## config.mk

```make
export PLATFORM = sky130hd
export DESIGN_NAME = pe_controller
export DESIGN_NICKNAME = d
export VERILOG_FILES = /design/src/rtl/pe_pkg.sv /design/src/rtl/pe_imm_ext.sv /design/src/rtl/pe_controller.sv
export SDC_FILE = /design/constraint.sdc
export NUM_CORES = 1
export LEC_CHECK = 0
export CORE_MARGIN = 8
export CORE_UTILIZATION = 50
export CTS_BUF_LIST = sky130_fd_sc_hd__clkbuf_4 sky130_fd_sc_hd__clkbuf_8
export CTS_CLUSTER_DIAMETER = 40
export DETAILED_ROUTE_END_ITERATION = 8
export GPL_ROUTABILITY_DRIVEN = 1
export HOLD_SLACK_MARGIN = 0.06
export PLACE_DENSITY_LB_ADDON = 0.15
export SLEW_MARGIN = 10
export SYNTH_ARGS = -nofsm -noshare
export SYNTH_HDL_FRONTEND = slang
export SYNTH_SLANG_ARGS = --single-unit
export TNS_END_PERCENT = 30
```

## constraint.sdc

```tcl
create_clock -name clk -period 11.3 [get_ports clk]
set_clock_uncertainty 0.1 [all_clocks]
set_input_delay 3.39 -clock clk [delete_from_list [all_inputs] [get_ports clk]]
set_output_delay 3.39 -clock clk [all_outputs]
set_load 0.02 [all_outputs]
```

## src/rtl/pe_pkg.sv

```systemverilog
// Shared constants for the PE sequencing controller: opcodes, ALU codes,
// operand/write-back select encodings and the controller state enum.
package pe_pkg;

    localparam logic [6:0] OPC_OPIMM  = 7'b0010011;
    localparam logic [6:0] OPC_OP     = 7'b0110011;
    localparam logic [6:0] OPC_LOAD   = 7'b0000011;
    localparam logic [6:0] OPC_LUI    = 7'b0110111;
    localparam logic [6:0] OPC_AUIPC  = 7'b0010111;
    localparam logic [6:0] OPC_BRANCH = 7'b1100011;

    localparam logic [4:0] ALU_ADD  = 5'd0;
    localparam logic [4:0] ALU_SUB  = 5'd1;
    localparam logic [4:0] ALU_SLL  = 5'd2;
    localparam logic [4:0] ALU_SLT  = 5'd3;
    localparam logic [4:0] ALU_SLTU = 5'd4;
    localparam logic [4:0] ALU_XOR  = 5'd5;
    localparam logic [4:0] ALU_SRL  = 5'd6;
    localparam logic [4:0] ALU_SRA  = 5'd7;
    localparam logic [4:0] ALU_OR   = 5'd8;
    localparam logic [4:0] ALU_AND  = 5'd9;

    localparam logic [1:0] ASEL_REG  = 2'd0;
    localparam logic [1:0] ASEL_PC   = 2'd1;
    localparam logic [1:0] ASEL_ZERO = 2'd2;
    localparam logic [1:0] BSEL_REG  = 2'd0;
    localparam logic [1:0] BSEL_IMM  = 2'd1;
    localparam logic [1:0] OSEL_ALU  = 2'd0;
    localparam logic [1:0] OSEL_MEM  = 2'd1;
    localparam logic [1:0] OSEL_IMM  = 2'd2;

    typedef enum logic [2:0] {
        S_IDLE,
        S_READ,
        S_EXEC,
        S_MEM,
        S_WB
    } state_t;

    function automatic logic isSupported(input logic [6:0] opc);
        return (opc == OPC_OPIMM) || (opc == OPC_OP) || (opc == OPC_LOAD) ||
               (opc == OPC_LUI) || (opc == OPC_AUIPC) || (opc == OPC_BRANCH);
    endfunction

endpackage

```

## src/rtl/pe_imm_ext.sv

```systemverilog
// Combinational immediate extension (I/U/shift/branch forms) and
// load-data extension selected by the load width in funct3.
module pe_imm_ext
    import pe_pkg::*;
(
    input  logic [6:0]  i_op,
    input  logic [2:0]  i_funct3,
    input  logic [11:0] i_imm12,
    input  logic [19:0] i_immhi,
    input  logic [31:0] i_memData,
    output logic [31:0] o_immValue,
    output logic [31:0] o_immSext,
    output logic [31:0] o_branchOff,
    output logic [31:0] o_loadData
);

    assign o_immSext   = {{20{i_imm12[11]}}, i_imm12};
    assign o_branchOff = {{19{i_imm12[11]}}, i_imm12, 1'b0};

    // Shift-immediates carry only a 5-bit shift amount; upper bits hold funct7.
    always_comb begin
        o_immValue = o_immSext;
        if ((i_op == OPC_LUI) || (i_op == OPC_AUIPC)) begin
            o_immValue = {i_immhi, 12'b0};
        end else if ((i_op == OPC_OPIMM) && (i_funct3[1:0] == 2'b01)) begin
            o_immValue = {27'b0, i_imm12[4:0]};
        end
    end

    always_comb begin
        case (i_funct3)
            3'b000:  o_loadData = {{24{i_memData[7]}}, i_memData[7:0]};
            3'b001:  o_loadData = {{16{i_memData[15]}}, i_memData[15:0]};
            3'b100:  o_loadData = {24'b0, i_memData[7:0]};
            3'b101:  o_loadData = {16'b0, i_memData[15:0]};
            default: o_loadData = i_memData;
        endcase
    end

endmodule

```

## src/rtl/pe_controller.sv

```systemverilog
// Per-PE instruction sequencer: latches decoded fields, then steps through
// operand read, ALU execute, optional load and a single write-back cycle.
module pe_controller
    import pe_pkg::*;
(
    input  logic        clk,
    input  logic        rst_n,
    input  logic [6:0]  op,
    input  logic [2:0]  funct3,
    input  logic [6:0]  funct7,
    input  logic [1:0]  funct2,
    input  logic [4:0]  rs1,
    input  logic [4:0]  rs2,
    input  logic [4:0]  rd,
    input  logic [11:0] imm12,
    input  logic [19:0] immhi,
    input  logic [31:0] PCin,
    input  logic [31:0] result_1,
    input  logic [31:0] result_2,
    input  logic        dataReady,
    input  logic        ALUcomplete,
    input  logic        ALU0,
    input  logic        mem_ack,
    input  logic [31:0] mem_Message,
    output logic [31:0] PCout,
    output logic [4:0]  ALUsel,
    output logic [1:0]  Asel,
    output logic [1:0]  Bsel,
    output logic [1:0]  Osel,
    output logic [4:0]  rs1Out,
    output logic [4:0]  rs2Out,
    output logic [4:0]  rdOut,
    output logic        rdWrite,
    output logic [31:0] Aval,
    output logic [31:0] Bval,
    output logic        Aenable,
    output logic        Benable,
    output logic [31:0] immvalue,
    output logic        mem_read,
    output logic [31:0] mem_address,
    output logic [31:0] messReg
);

    state_t      r_state;
    state_t      w_nextState;
    logic [6:0]  r_op;
    logic [2:0]  r_funct3;
    logic        r_funct7b5;
    logic [4:0]  r_rs1;
    logic [4:0]  r_rs2;
    logic [4:0]  r_rd;
    logic [11:0] r_imm12;
    logic [19:0] r_immhi;
    logic [31:0] r_pc;
    logic [31:0] r_aval;
    logic [31:0] r_bval;
    logic [31:0] r_messReg;
    logic [31:0] r_pcOut;
    logic        r_aluZero;
    logic [4:0]  w_aluSel;
    logic [1:0]  w_asel;
    logic [1:0]  w_bsel;
    logic [1:0]  w_osel;
    logic [31:0] w_immValue;
    logic [31:0] w_immSext;
    logic [31:0] w_branchOff;
    logic [31:0] w_loadData;
    logic [31:0] w_aSrc;
    logic [31:0] w_bSrc;
    logic        w_taken;
    logic        w_unused;

    assign w_unused = ^{funct2, funct7[6], funct7[4:0]};

    pe_imm_ext u_immExt (
        .i_op        (r_op),
        .i_funct3    (r_funct3),
        .i_imm12     (r_imm12),
        .i_immhi     (r_immhi),
        .i_memData   (mem_Message),
        .o_immValue  (w_immValue),
        .o_immSext   (w_immSext),
        .o_branchOff (w_branchOff),
        .o_loadData  (w_loadData)
    );

    always_ff @(posedge clk or negedge rst_n) begin
        if (!rst_n) begin
            r_state <= S_IDLE;
        end else begin
            r_state <= w_nextState;
        end
    end

    always_comb begin
        w_nextState = r_state;
        case (r_state)
            S_IDLE: if (isSupported(op)) w_nextState = (op == OPC_LUI) ? S_WB : S_READ;
            S_READ: if (dataReady) w_nextState = S_EXEC;
            S_EXEC: if (ALUcomplete) w_nextState = (r_op == OPC_LOAD) ? S_MEM : S_WB;
            S_MEM:  if (mem_ack) w_nextState = S_WB;
            S_WB:   w_nextState = S_IDLE;
            default: w_nextState = S_IDLE;
        endcase
    end

    // Decode works only from latched fields so mid-instruction decoder changes are invisible.
    always_comb begin
        w_aluSel = ALU_ADD;
        w_asel   = ASEL_REG;
        w_bsel   = BSEL_REG;
        w_osel   = OSEL_ALU;
        case (r_op)
            OPC_OPIMM, OPC_OP: begin
                w_bsel = (r_op == OPC_OPIMM) ? BSEL_IMM : BSEL_REG;
                case (r_funct3)
                    3'b000:  w_aluSel = ((r_op == OPC_OP) && r_funct7b5) ? ALU_SUB : ALU_ADD;
                    3'b001:  w_aluSel = ALU_SLL;
                    3'b010:  w_aluSel = ALU_SLT;
                    3'b011:  w_aluSel = ALU_SLTU;
                    3'b100:  w_aluSel = ALU_XOR;
                    3'b101:  w_aluSel = r_funct7b5 ? ALU_SRA : ALU_SRL;
                    3'b110:  w_aluSel = ALU_OR;
                    default: w_aluSel = ALU_AND;
                endcase
            end
            OPC_LOAD: begin
                w_bsel = BSEL_IMM;
                w_osel = OSEL_MEM;
            end
            OPC_LUI: begin
                w_asel = ASEL_ZERO;
                w_bsel = BSEL_IMM;
                w_osel = OSEL_IMM;
            end
            OPC_AUIPC: begin
                w_asel = ASEL_PC;
                w_bsel = BSEL_IMM;
            end
            OPC_BRANCH: begin
                w_aluSel = !r_funct3[2] ? ALU_SUB : (r_funct3[1] ? ALU_SLTU : ALU_SLT);
            end
            default: ;
        endcase
    end

    always_comb begin
        w_aSrc = '0;
        case (w_asel)
            ASEL_REG:  w_aSrc = result_1;
            ASEL_PC:   w_aSrc = r_pc;
            ASEL_ZERO: w_aSrc = '0;
            default:   ;
        endcase
    end

    assign w_bSrc = (w_bsel == BSEL_IMM) ? w_immValue : result_2;

    // Equal/greater-or-equal forms branch on a zero ALU result, the others on non-zero.
    assign w_taken = (r_op == OPC_BRANCH) && (r_aluZero ^ (r_funct3[2] ^ r_funct3[0]));

    always_ff @(posedge clk or negedge rst_n) begin
        if (!rst_n) begin
            r_op       <= '0;
            r_funct3   <= '0;
            r_funct7b5 <= 1'b0;
            r_rs1      <= '0;
            r_rs2      <= '0;
            r_rd       <= '0;
            r_imm12    <= '0;
            r_immhi    <= '0;
            r_pc       <= '0;
            r_aval     <= '0;
            r_bval     <= '0;
            r_messReg  <= '0;
            r_pcOut    <= '0;
            r_aluZero  <= 1'b0;
        end else begin
            case (r_state)
                S_IDLE: begin
                    if (isSupported(op)) begin
                        r_op       <= op;
                        r_funct3   <= funct3;
                        r_funct7b5 <= funct7[5];
                        r_rs1      <= rs1;
                        r_rs2      <= rs2;
                        r_rd       <= rd;
                        r_imm12    <= imm12;
                        r_immhi    <= immhi;
                        r_pc       <= PCin;
                    end
                end
                S_READ: begin
                    if (dataReady) begin
                        r_aval <= w_aSrc;
                        r_bval <= w_bSrc;
                    end
                end
                S_EXEC: if (ALUcomplete) r_aluZero <= ALU0;
                S_MEM:  if (mem_ack) r_messReg <= w_loadData;
                S_WB:   r_pcOut <= w_taken ? (r_pc + w_branchOff) : (r_pc + 32'd4);
                default: ;
            endcase
        end
    end

    assign PCout       = r_pcOut;
    assign ALUsel      = w_aluSel;
    assign Asel        = w_asel;
    assign Bsel        = w_bsel;
    assign Osel        = w_osel;
    assign rs1Out      = r_rs1;
    assign rs2Out      = r_rs2;
    assign rdOut       = r_rd;
    assign rdWrite     = (r_state == S_WB) && (r_rd != 5'd0) && (r_op != OPC_BRANCH);
    assign Aval        = r_aval;
    assign Bval        = r_bval;
    assign Aenable     = (r_state == S_EXEC);
    assign Benable     = (r_state == S_EXEC);
    assign immvalue    = w_immValue;
    assign mem_read    = (r_state == S_MEM);
    assign mem_address = (r_op == OPC_LOAD) ? (r_aval + w_immSext) : '0;
    assign messReg     = r_messReg;

endmodule

```

==> impl_metrics.py, run 1 <==
metrics = {
    "outcome": {
        "status": "completed",
    },
    "logic_synthesis": {
        "synth.distinct_cells": 82,
        "synth_top_cell_by_area": "dfrtp_1",
        "synth_ff_type": "dfrtp_1",
        "avgSynthCellArea_um2": 9.18,
        "synth_xor_area_share_pct": 4.54,
        "yosys_warnings": 0,
        "syn_area_um2": 13700,
        "ys_seq_area_share_pct": 40.5,
        "synth-simple-area-share_pct": 17.1,
        "syn_inst": 1494,
        "synth-seq-cells": 222,
        "synth_top_family_by_area": "compound AO/OA/AOI/OAI gates",
        "synth-compound-area-share_pct": 18.5,
        "async_flop_share_pct": 100,
        "yosysMostFrequentCell": "dfrtp_1",
        "synthMuxAreaShare_pct": 9.77,
        "netlist_top_cells_count": "222 x dfrtp_1, 190 x nand2_1, 128 x o21ai_0, 114 x nor2_1, 113 x a21oi_1",
        "yosys-top-cells-area": "dfrtp_1 41%, mux2_2 7.1%, ha_1 5.7%",
        "synth_fa_ha_area_share_pct": 5.95,
        "netlist.area_leader.share_pct": 40.5,
        "synth_edf_count": 0,
    },
    "floorplanning": {
        "num_io_pins": 422,
        "initial_core_util_pct": 50.9,
        "die_x_um": 182,
        "core_area_um2": 27000,
        "die_area_um2": 33000,
        "row_count": 60,
        "die_y_um": 182,
    },
    "cts": {
        "ctsResizeCount": 0,
        "cts.repair_timing.setup_buffer_count": 0,
        "ctsLongestPathBuffers": 3,
        "clkSinkCount": 222,
        "cts-root-buf": "clkbuf_8",
        "worstSkewPairLatency_ps": 550,
        "htreeDepth": 2,
        "clk_pin_slew_ps": 50,
        "cts_tree": "yes",
        "cts_buffers": 42,
        "hold_buffers": 0,
    },
    "sta": {
        "period_needed_ps": 7850,
        "setup_tns_ps": 0,
        "timing.fmax_ghz": 0.127,
        "slew_viol_final": 0,
        "finalHoldViolations": 0,
        "rsz0062_at_grt": "false",
        "setup_viol": 0,
        "relSlewSlack_pct": 22.5,
        "finalCritPeriodShare_pct": 69.4,
        "layout_setup_ws_ps": 3450,
        "tightest_slew_ps": 1160,
    },
    "layout": {
        "syn_to_final_growth_pct": 37.9,
        "final_util_pct": 70.1,
        "nFillCells": 2107,
        "drive_gt1_share_pct": 11.7,
        "nNetsFinal": 2139,
    },
    "critical_path": {
        "regToRegSetupSlack_ps": 7510,
        "rr_worst_depth": 11,
        "r2r-start": "r_imm12[11]",
        "required_ps": 7810,
        "timing.rr.end": "PCout[30]",
        "crit_path_end_kind": "output port",
        "crit_fanout": 25,
        "criticalPathCategory": "flop to output port",
        "startpoint_type": "flop",
        "cp.arrival_ps": 4360,
    },
    "placed_design": {
        "post-dp-hpwl_mm": 37.1,
        "port_buffers": 411,
        "place_ws_ps": 4050,
        "finalWeightedCongestion": 0.909,
    },
    "min_path": {
        "worstHoldPathType": "flop to flop",
        "min_from": "r_op[1]",
        "hold_depth": 1,
        "worstHoldEndpoint": "r_op[1]",
    },
    "global_route": {
        "grt_pass1_vias": 13100,
        "grt_pass1_wl_mm": 74.8,
        "antenna_found_initial": 7,
        "grt_max_degree": 87,
        "grt_usage_pct": 28.7,
        "overflow": 0,
    },
    "drt": {
        "final_antenna_net_count": 0,
        "num_vias": 12800,
        "drtIter0Drc": 844,
        "viasPerCell": 5.69,
        "drc": 0,
        "first_pass_iters": 5,
        "wire_per_inst_um": 21.8,
        "wl_mm": 48.9,
    },
    "power": {
        "power_density_nw_per_um2": 322,
        "max-vdd-ir-drop_mv": 0.205,
        "p_leak_nw": 8.19,
    },
    "job": {
        "maxCapViolCount": 0,
    },
}
-- layer usage --
metal | vias up | track usage, % | share of wire (%)
li1 | 6080 | - | -
met1 | 6097 | 32.5 | 39
met2 | 489 | 48.8 | 48
met3 | 122 | 9.18 | 8.3
met4 | 4 | 13.5 | 4.5
met5 | - | 0 | 0.055
-- logic make-up after synthesis --
| family | after synthesis |
|---|---|
| simple gates | 491 |
| compound gates | 403 |
| flops | 222 |
| mux | 123 |
| buf+inv | 119 |
| xor+xnor | 71 |
| fa+ha+maj | 64 |
| other cells | 1 |
-- worst max-delay path, stage by stage (launching register included) --
cell	delay, ps
dfrtp_1	890
buf_4	470
ha_1	250
nand2_1	60
or4_4	540
a211oi_2	340
o31ai_2	170
a21boi_2	200
nor3_1	70
nor3_2	170
clkdlybuf4s50_1	640
-- per-stage QoR --
step           instance area, um2  hold WS [ps]  total power, mW  cells
2_1_floorplan               13700           340             3.84   1495
3_3_place_gp                18000           352             5.16   2172
3_5_place_dp                18000           356             5.23   2172
4_1_cts                     18900           370             6.09   2245
5_1_grt                     18900           387             6.50   2250
6_report                    18900           371             6.08   2250
-- cell type report --
| cell class | count | area, um2 | share of cell area [%] |
|---|---|---|---|
| multi-input combinational | 1154 | 7680 | 40.6 |
| sequential | 222 | 5560 | 29.4 |
| timing repair buffer | 426 | 4230 | 22.4 |
| clock buffer | 61 | 758 | 4.01 |
| tap | 341 | 427 | 2.26 |
| clock inverter | 12 | 126 | 0.669 |
| inverter | 29 | 109 | 0.576 |
| antenna | 5 | 12.5 | 0.0662 |
-- flip-flops by register name, summed over array words and instances, names as in the netlist --
register and flops:
messReg 32, r_funct7b5 1, r_immhi 20, rs1Out 5, r_aluZero 1, r_imm12 12, r_pc 32, Bval 32
rdOut 5, Aval 32, r_funct3 3, r_op 7, PCout 32, rs2Out 5, r_state 3
-- report_power, final --
group / switching [mW] / internal (mW)
clock network: 0.354 / 0.479
logic: 2.05 / 1.64
registers: 0.403 / 1.16
total: 2.80 / 3.28
-- cells in the final DEF (no fill, tap or decap), types with 7 or more instances in the layout --
cell             Yosys  final
ha_1                62     62
nand4_1             16     16
inv_1               27     27
o21ai_1             11     11
dfrtp_1            222    222
and2_1              19     19
nand2b_1             9      9
a22oi_1              7      7
o21ai_0            128    128
nand2_1            190    189
or3_1                8      8
xor2_1              33     33
buf_4                3     15
nor3_1              16     15
a21oi_1            113    113
nor3b_1             33     33
a211oi_1             9      9
clkdlybuf4s50_1      0    410
nand3_1             38     37
and3_1              12     12
xnor2_1             38     38
mux2i_1             36     36
o21bai_1             7      7
nor2b_1             14     14
clkbuf_8             0     48
a21oi_2              7      7
mux2_2              87     87
a21o_1              44     44
a31oi_1             18     18
nor2_1             114    114
clkbuf_4             0     13
-- worst max path at each step --
stage,start,to,slack [ps],depth (start not counted)
after floorplan,r_imm12[11],mem_address[27],4550,11
after global placement,r_imm12[11],mem_address[28],4040,11
after detailed placement,r_imm12[11],mem_address[28],4050,11
after CTS,r_imm12[11],mem_address[27],3440,10
after global routing,r_imm12[11],mem_address[27],3170,11
final,r_imm12[11],mem_address[27],3450,10
(Power assumes the default switching activity.)
==> inputs of run 2 (changes only) <==
--- a/config.mk
+++ b/config.mk
@@ -6,7 +6,7 @@
 export NUM_CORES = 1
 export LEC_CHECK = 0
 export CORE_MARGIN = 8
-export CORE_UTILIZATION = 50
+export CORE_UTILIZATION = 49
 export CTS_BUF_LIST = sky130_fd_sc_hd__clkbuf_4 sky130_fd_sc_hd__clkbuf_8
 export CTS_CLUSTER_DIAMETER = 40
 export DETAILED_ROUTE_END_ITERATION = 8
==> constraint.sdc (replaced) <==
create_clock -name clk -period 8.2 [get_ports clk]
set_clock_uncertainty 0.1 [all_clocks]
set_input_delay 2.46 -clock clk [delete_from_list [all_inputs] [get_ports clk]]
set_output_delay 2.46 -clock clk [all_outputs]
set_load 0.02 [all_outputs]
==> impl_metrics.py, run 2 (synthesis gave the netlist of run 1 again) <==
metrics = {
    "global_route": {
        "grt_max_degree": 117,
        "grt_pass1_wl_mm": 74.6,
        "grt_usage_pct": 28.3,
        "antenna_found_initial": 6,
        "grt_pass1_vias": 13000,
        "overflow": 0,
    },
    "drt": {
        "num_vias": 12800,
        "first_pass_iters": 7,
        "drc": 0,
        "viasPerCell": 5.57,
        "wl_mm": 48.8,
        "final_antenna_net_count": 0,
        "wire_per_inst_um": 21.3,
        "drtIter0Drc": 744,
    },
    "sta": {
        "timing.fmax_ghz": 0.141,
        "relSlewSlack_pct": 28.3,
        "finalHoldViolations": 0,
        "layout_setup_ws_ps": 1130,
        "setup_viol": 0,
        "hold_ws_ps": 379,
        "finalCritPeriodShare_pct": 86.2,
        "period_needed_ps": 7070,
        "tightest_slew_ps": 1080,
        "slew_viol_final": 0,
        "setup_tns_ps": 0,
        "rsz0062_at_grt": "false",
    },
    "layout": {
        "final_util_pct": 68.7,
        "syn_to_final_growth_pct": 38.8,
        "drive_gt1_share_pct": 11.8,
        "nFillCells": 2304,
        "final_common_cell": "clkdlybuf4s50_1",
        "final_cell_mix": "410 x clkdlybuf4s50_1, 222 x dfrtp_1, 189 x nand2_1",
        "nNetsFinal": 2141,
    },
    "cts": {
        "ctsLongestPathBuffers": 3,
        "clk_pin_slew_ps": 60,
        "cts_tree": "yes",
        "cts_buffers": 43,
        "hold_buffers": 0,
        "worstSkewPairLatency_ps": 570,
        "clkSinkCount": 222,
        "cts-root-buf": "clkbuf_8",
        "cts.repair_timing.setup_buffer_count": 0,
        "ctsResizeCount": 0,
        "htreeDepth": 2,
    },
    "critical_path": {
        "r2r-start": "r_imm12[11]",
        "slowest_stage": "dfrtp_1",
        "cp.depth": 11,
        "rr_worst_depth": 11,
        "crit_path_end_kind": "output port",
        "startpoint": "r_imm12[11]",
        "crit_fanout": 24,
        "required_ps": 5640,
        "criticalPathCategory": "flop to output port",
        "cpLargestDelayFamily": "compound AO/OA/AOI/OAI gates",
        "timing.rr.end": "PCout[30]",
        "cp.arrival_ps": 4510,
        "crit_buf_inv": 1,
        "cp_slowest_stage_delay_ps": 1040,
        "crit_chain": "ha_1 > a21oi_1 > o21bai_1 > a21oi_1 > nor4b_2 > a211oi_2 > o31ai_2 > a21boi_2 > o21a_1 > nor3_2 > clkdlybuf4s50_1",
        "worst_path_most_repeated_cell": "a21oi_1",
        "regToRegSetupSlack_ps": 4170,
        "endpoint": "mem_address[27]",
        "startpoint_type": "flop",
    },
    "power": {
        "seqPwrFrac_pct": 25.3,
        "power_density_nw_per_um2": 445,
        "clkPwrFrac_pct": 14.2,
        "p_int_mw": 4.56,
        "pwr-share-comb_pct": 60.6,
        "max-vdd-ir-drop_mv": 0.260,
        "p_leak_nw": 8.22,
        "power.switching_mw": 3.90,
        "swShare_pct": 46.1,
    },
    "placed_design": {
        "port_buffers": 411,
        "post-dp-hpwl_mm": 37.6,
        "finalWeightedCongestion": 0.868,
        "place_ws_ps": 1770,
    },
    "floorplanning": {
        "row_count": 61,
        "die_area_um2": 33600,
        "num_io_pins": 422,
        "core_area_um2": 27700,
        "die_y_um": 183,
        "die_x_um": 183,
        "initial_core_util_pct": 49.5,
    },
    "min_path": {
        "worstHoldPathType": "flop to flop",
    },
    "job": {
        "maxCapViolCount": 0,
    },
    "outcome": {
        "status": "completed",
    },
}
run 2: cell count changes in the layout (fill, tap and decap cells not counted), sizes merged:
cell and delta:
clkinv -2, clkinvlp +4, diode -2, clkbuf +2, inv -1, buf +1
run 2: stage by stage:
step / total power, mW / std cells / cell area (um2)
detailed placement: 7.26 / 2210 / 18100
finish: 8.46 / 2289 / 19000
CTS: 8.50 / 2286 / 19000
floorplan: 5.29 / 1495 / 13700
global route: 9.05 / 2288 / 19000
global placement: 7.17 / 2210 / 18100
run 2: worst min path at each step:
stage	startpoint	endpoint	slack, ps	cells past startpoint
2_1_floorplan	r_op[0]	r_op[0]	340	1
3_3_place_gp	r_op[1]	r_op[1]	350	1
4_1_cts	PCout[5]	PCout[5]	380	2
6_report	Bval[18]	Bval[18]	380	2
5_1_grt	r_op[1]	r_op[1]	400	1
3_5_place_dp	r_op[0]	r_op[0]	370	1
run 2: layout make-up:
class                   instances  area [um2]  share of cell area (%)
clock inverters                13         143                   0.750
repair buffers                427        4250                    22.3
inverters                      29         109                   0.572
diodes                          3        7.51                  0.0395
clock buffers                  63         805                    4.23
multi-input cells            1154        7680                    40.4
flip-flops and latches        222        5560                    29.2
well taps                     378         473                    2.49
run 2: routing by layer:
layer	GRT usage, %	part of all wire (%)	vias up
met2	48.5	50	437
li1	-	-	6074
met1	33.0	39	6148
met4	10.1	3.2	6
met5	0	0.076	-
met3	8.82	8.2	94
run 2: worst min-delay path, cell delays in order, from the launching register on:
cell and delay (ps):
dfrtp_1 340, nand2_1 40, o21ai_0 60
run 2: power by group through the flow:
| stage | clock network, mW | registers (mW) | logic (mW) |
|---|---|---|---|
| finish | 1.20 | 2.14 | 5.13 |
| floorplan | 0 | 2.36 | 2.93 |
| detailed placement | 0 | 2.15 | 5.11 |
| CTS | 1.22 | 2.13 | 5.14 |
| global route | 1.28 | 2.20 | 5.57 |
| global placement | 0 | 2.13 | 5.04 |
==> inputs of run 3 (changes only) <==
--- a/config.mk
+++ b/config.mk
@@ -7,7 +7,7 @@
 export LEC_CHECK = 0
 export CORE_MARGIN = 8
 export CORE_UTILIZATION = 49
-export CTS_BUF_LIST = sky130_fd_sc_hd__clkbuf_4 sky130_fd_sc_hd__clkbuf_8
+export CTS_BUF_LIST = sky130_fd_sc_hd__clkbuf_2
 export CTS_CLUSTER_DIAMETER = 40
 export DETAILED_ROUTE_END_ITERATION = 8
 export GPL_ROUTABILITY_DRIVEN = 1
==> impl_metrics.py, run 3 (synthesis gave the netlist of run 1 again) <==
metrics = {
    "outcome": {
        "status": "completed",
    },
    "cts": {
        "cts-root-buf": "clkbuf_2",
        "htreeDepth": 2,
        "hold_buffers": 0,
        "ctsLongestPathBuffers": 3,
        "ctsResizeCount": 0,
        "cts.repair_timing.setup_buffer_count": 0,
        "cts_tree": "yes",
        "worstSkewPairLatency_ps": 930,
        "clk_pin_slew_ps": 100,
        "cts_buffers": 60,
        "clkSinkCount": 222,
    },
    "placed_design": {
        "port_buffers": 411,
        "finalWeightedCongestion": 0.868,
        "post-dp-hpwl_mm": 37.6,
    },
    "critical_path": {
        "startpoint_type": "flop",
        "cp_slowest_stage_delay_ps": 1070,
        "crit_fanout": 24,
        "cpLargestDelayFamily": "compound AO/OA/AOI/OAI gates",
        "crit_buf_inv": 1,
        "criticalPathCategory": "flop to output port",
        "cp.arrival_ps": 4890,
        "required_ps": 5640,
        "crit_chain": "ha_1 > a21oi_1 > o21bai_1 > a21oi_1 > nor4b_2 > a211oi_2 > o31ai_2 > a21boi_2 > o21a_1 > nor3_2 > clkdlybuf4s50_1",
        "worst_path_most_repeated_cell": "a21oi_1",
        "slowest_stage": "dfrtp_1",
        "crit_path_end_kind": "output port",
    },
    "sta": {
        "setup_viol": 0,
        "hold_ws_ps": 386,
        "relSlewSlack_pct": 27.3,
        "timing.fmax_ghz": 0.134,
        "finalHoldViolations": 0,
        "rsz0062_at_grt": "false",
        "finalCritPeriodShare_pct": 90.9,
        "setup_tns_ps": 0,
        "period_needed_ps": 7450,
        "tightest_slew_ps": 1090,
        "slew_viol_final": 0,
    },
    "job": {
        "maxCapViolCount": 0,
    },
    "floorplanning": {
        "row_count": 61,
        "die_x_um": 183,
        "die_y_um": 183,
        "initial_core_util_pct": 49.5,
        "core_area_um2": 27700,
        "die_area_um2": 33600,
        "num_io_pins": 422,
    },
    "drt": {
        "drc": 0,
        "drtIter0Drc": 792,
        "wl_mm": 49.0,
        "first_pass_iters": 5,
        "wire_per_inst_um": 21.1,
        "viasPerCell": 5.56,
        "final_antenna_net_count": 0,
        "num_vias": 12900,
    },
    "layout": {
        "nFillCells": 2361,
        "drive_gt1_share_pct": 12.5,
        "nNetsFinal": 2158,
        "multi_input_area_um2": 7680,
        "syn_to_final_growth_pct": 35.6,
        "final_util_pct": 67.1,
        "final_common_cell": "clkdlybuf4s50_1",
        "seq_area_um2": 5560,
        "final_cell_mix": "410 x clkdlybuf4s50_1, 222 x dfrtp_1, 189 x nand2_1",
    },
    "global_route": {
        "grt_pass1_vias": 13200,
        "grt_pass1_wl_mm": 74.5,
        "grt_usage_pct": 28.4,
        "grt_max_degree": 117,
        "overflow": 0,
        "antenna_found_initial": 7,
    },
    "power": {
        "clkPwrFrac_pct": 9.6,
        "power_density_nw_per_um2": 432,
        "max-vdd-ir-drop_mv": 0.235,
        "p_int_mw": 4.15,
        "p_total_mw": 8.03,
        "p_leak_nw": 8.14,
        "power.switching_mw": 3.88,
        "swShare_pct": 48.3,
        "seqPwrFrac_pct": 26.5,
        "pwr-share-comb_pct": 63.9,
    },
    "min_path": {
        "worstHoldPathType": "flop to flop",
    },
}
## run 3: cell types whose count changed in the layout (fill, tap and decap cells not counted)
cell	delta
bufinv_16	-2
clkbuf_2	+87
clkbuf_4	-10
clkbuf_8	-53
clkinv_1	+10
clkinv_2	-1
clkinvlp_4	-6
diode_2	+1
inv_2	+1
inv_6	+1
inv_8	-1
## run 3: worst paths after layout
| kind | from | to | slack, ps | cells past startpoint |
|---|---|---|---|---|
| worst min-delay path | messReg[1] | messReg[1] | 390 | 2 |
| worst max-delay path | r_imm12[11] | mem_address[27] | 750 | 11 |
| max in group asynchronous | rst_n | r_immhi[15] | 5390 | 2 |
| worst min register to register | messReg[1] | messReg[1] | 390 | 2 |
| min in group asynchronous | rst_n | r_pc[15] | 1490 | 1 |
| worst max register to register | r_imm12[11] | PCout[30] | 4120 | 11 |
## run 3: power groups by stage
stage / Combinational [mW] / Sequential (mW) / Clock [mW]
global route: 5.57 / 2.20 / 0.848
detailed placement: 5.11 / 2.15 / 0
finish: 5.13 / 2.13 / 0.769
global placement: 5.04 / 2.13 / 0
CTS: 5.14 / 2.13 / 0.796
floorplan: 2.93 / 2.36 / 0
## run 3: area by class of cell
| type | count | area share, % |
|---|---|---|
| Tap cell | 378 | 2.54 |
| Sequential cell | 222 | 29.9 |
| Clock buffer | 87 | 2.34 |
| Timing Repair Buffer | 427 | 22.9 |
| Inverter | 29 | 0.586 |
| Multi-Input combinational cell | 1154 | 41.3 |
| Antenna cell | 4 | 0.0538 |
| Clock inverter | 15 | 0.384 |
## run 3: through the flow
| stage | cell area, um2 | std cells | setup slack, ps |
|---|---|---|---|
| 3_3_place_gp | 18100 | 2210 | 1780 |
| 5_1_grt | 18600 | 2316 | 404 |
| 6_report | 18600 | 2316 | 747 |
| 4_1_cts | 18600 | 2312 | 684 |
| 3_5_place_dp | 18100 | 2210 | 1770 |
| 2_1_floorplan | 13700 | 1495 | 2380 |
## run 3: per-layer routing
layer	track usage, %	up-vias	share of wire, %
met5	0	-	0.086
met1	32.4	6137	38
li1	-	6129	-
met2	47.3	479	49
met4	13.5	6	4.3
met3	9.60	125	8.8
## run 3: worst reg2reg max path: stages, from the launching register on
cell	delay (ps)
dfrtp_1	1070
buf_4	450
ha_1	350
a21o_1	200
a21o_1	170
a21oi_1	260
nor2_1	80
a211oi_1	400
a31oi_2	230
a2111oi_2	390
a31oi_1	110
o211ai_2	150
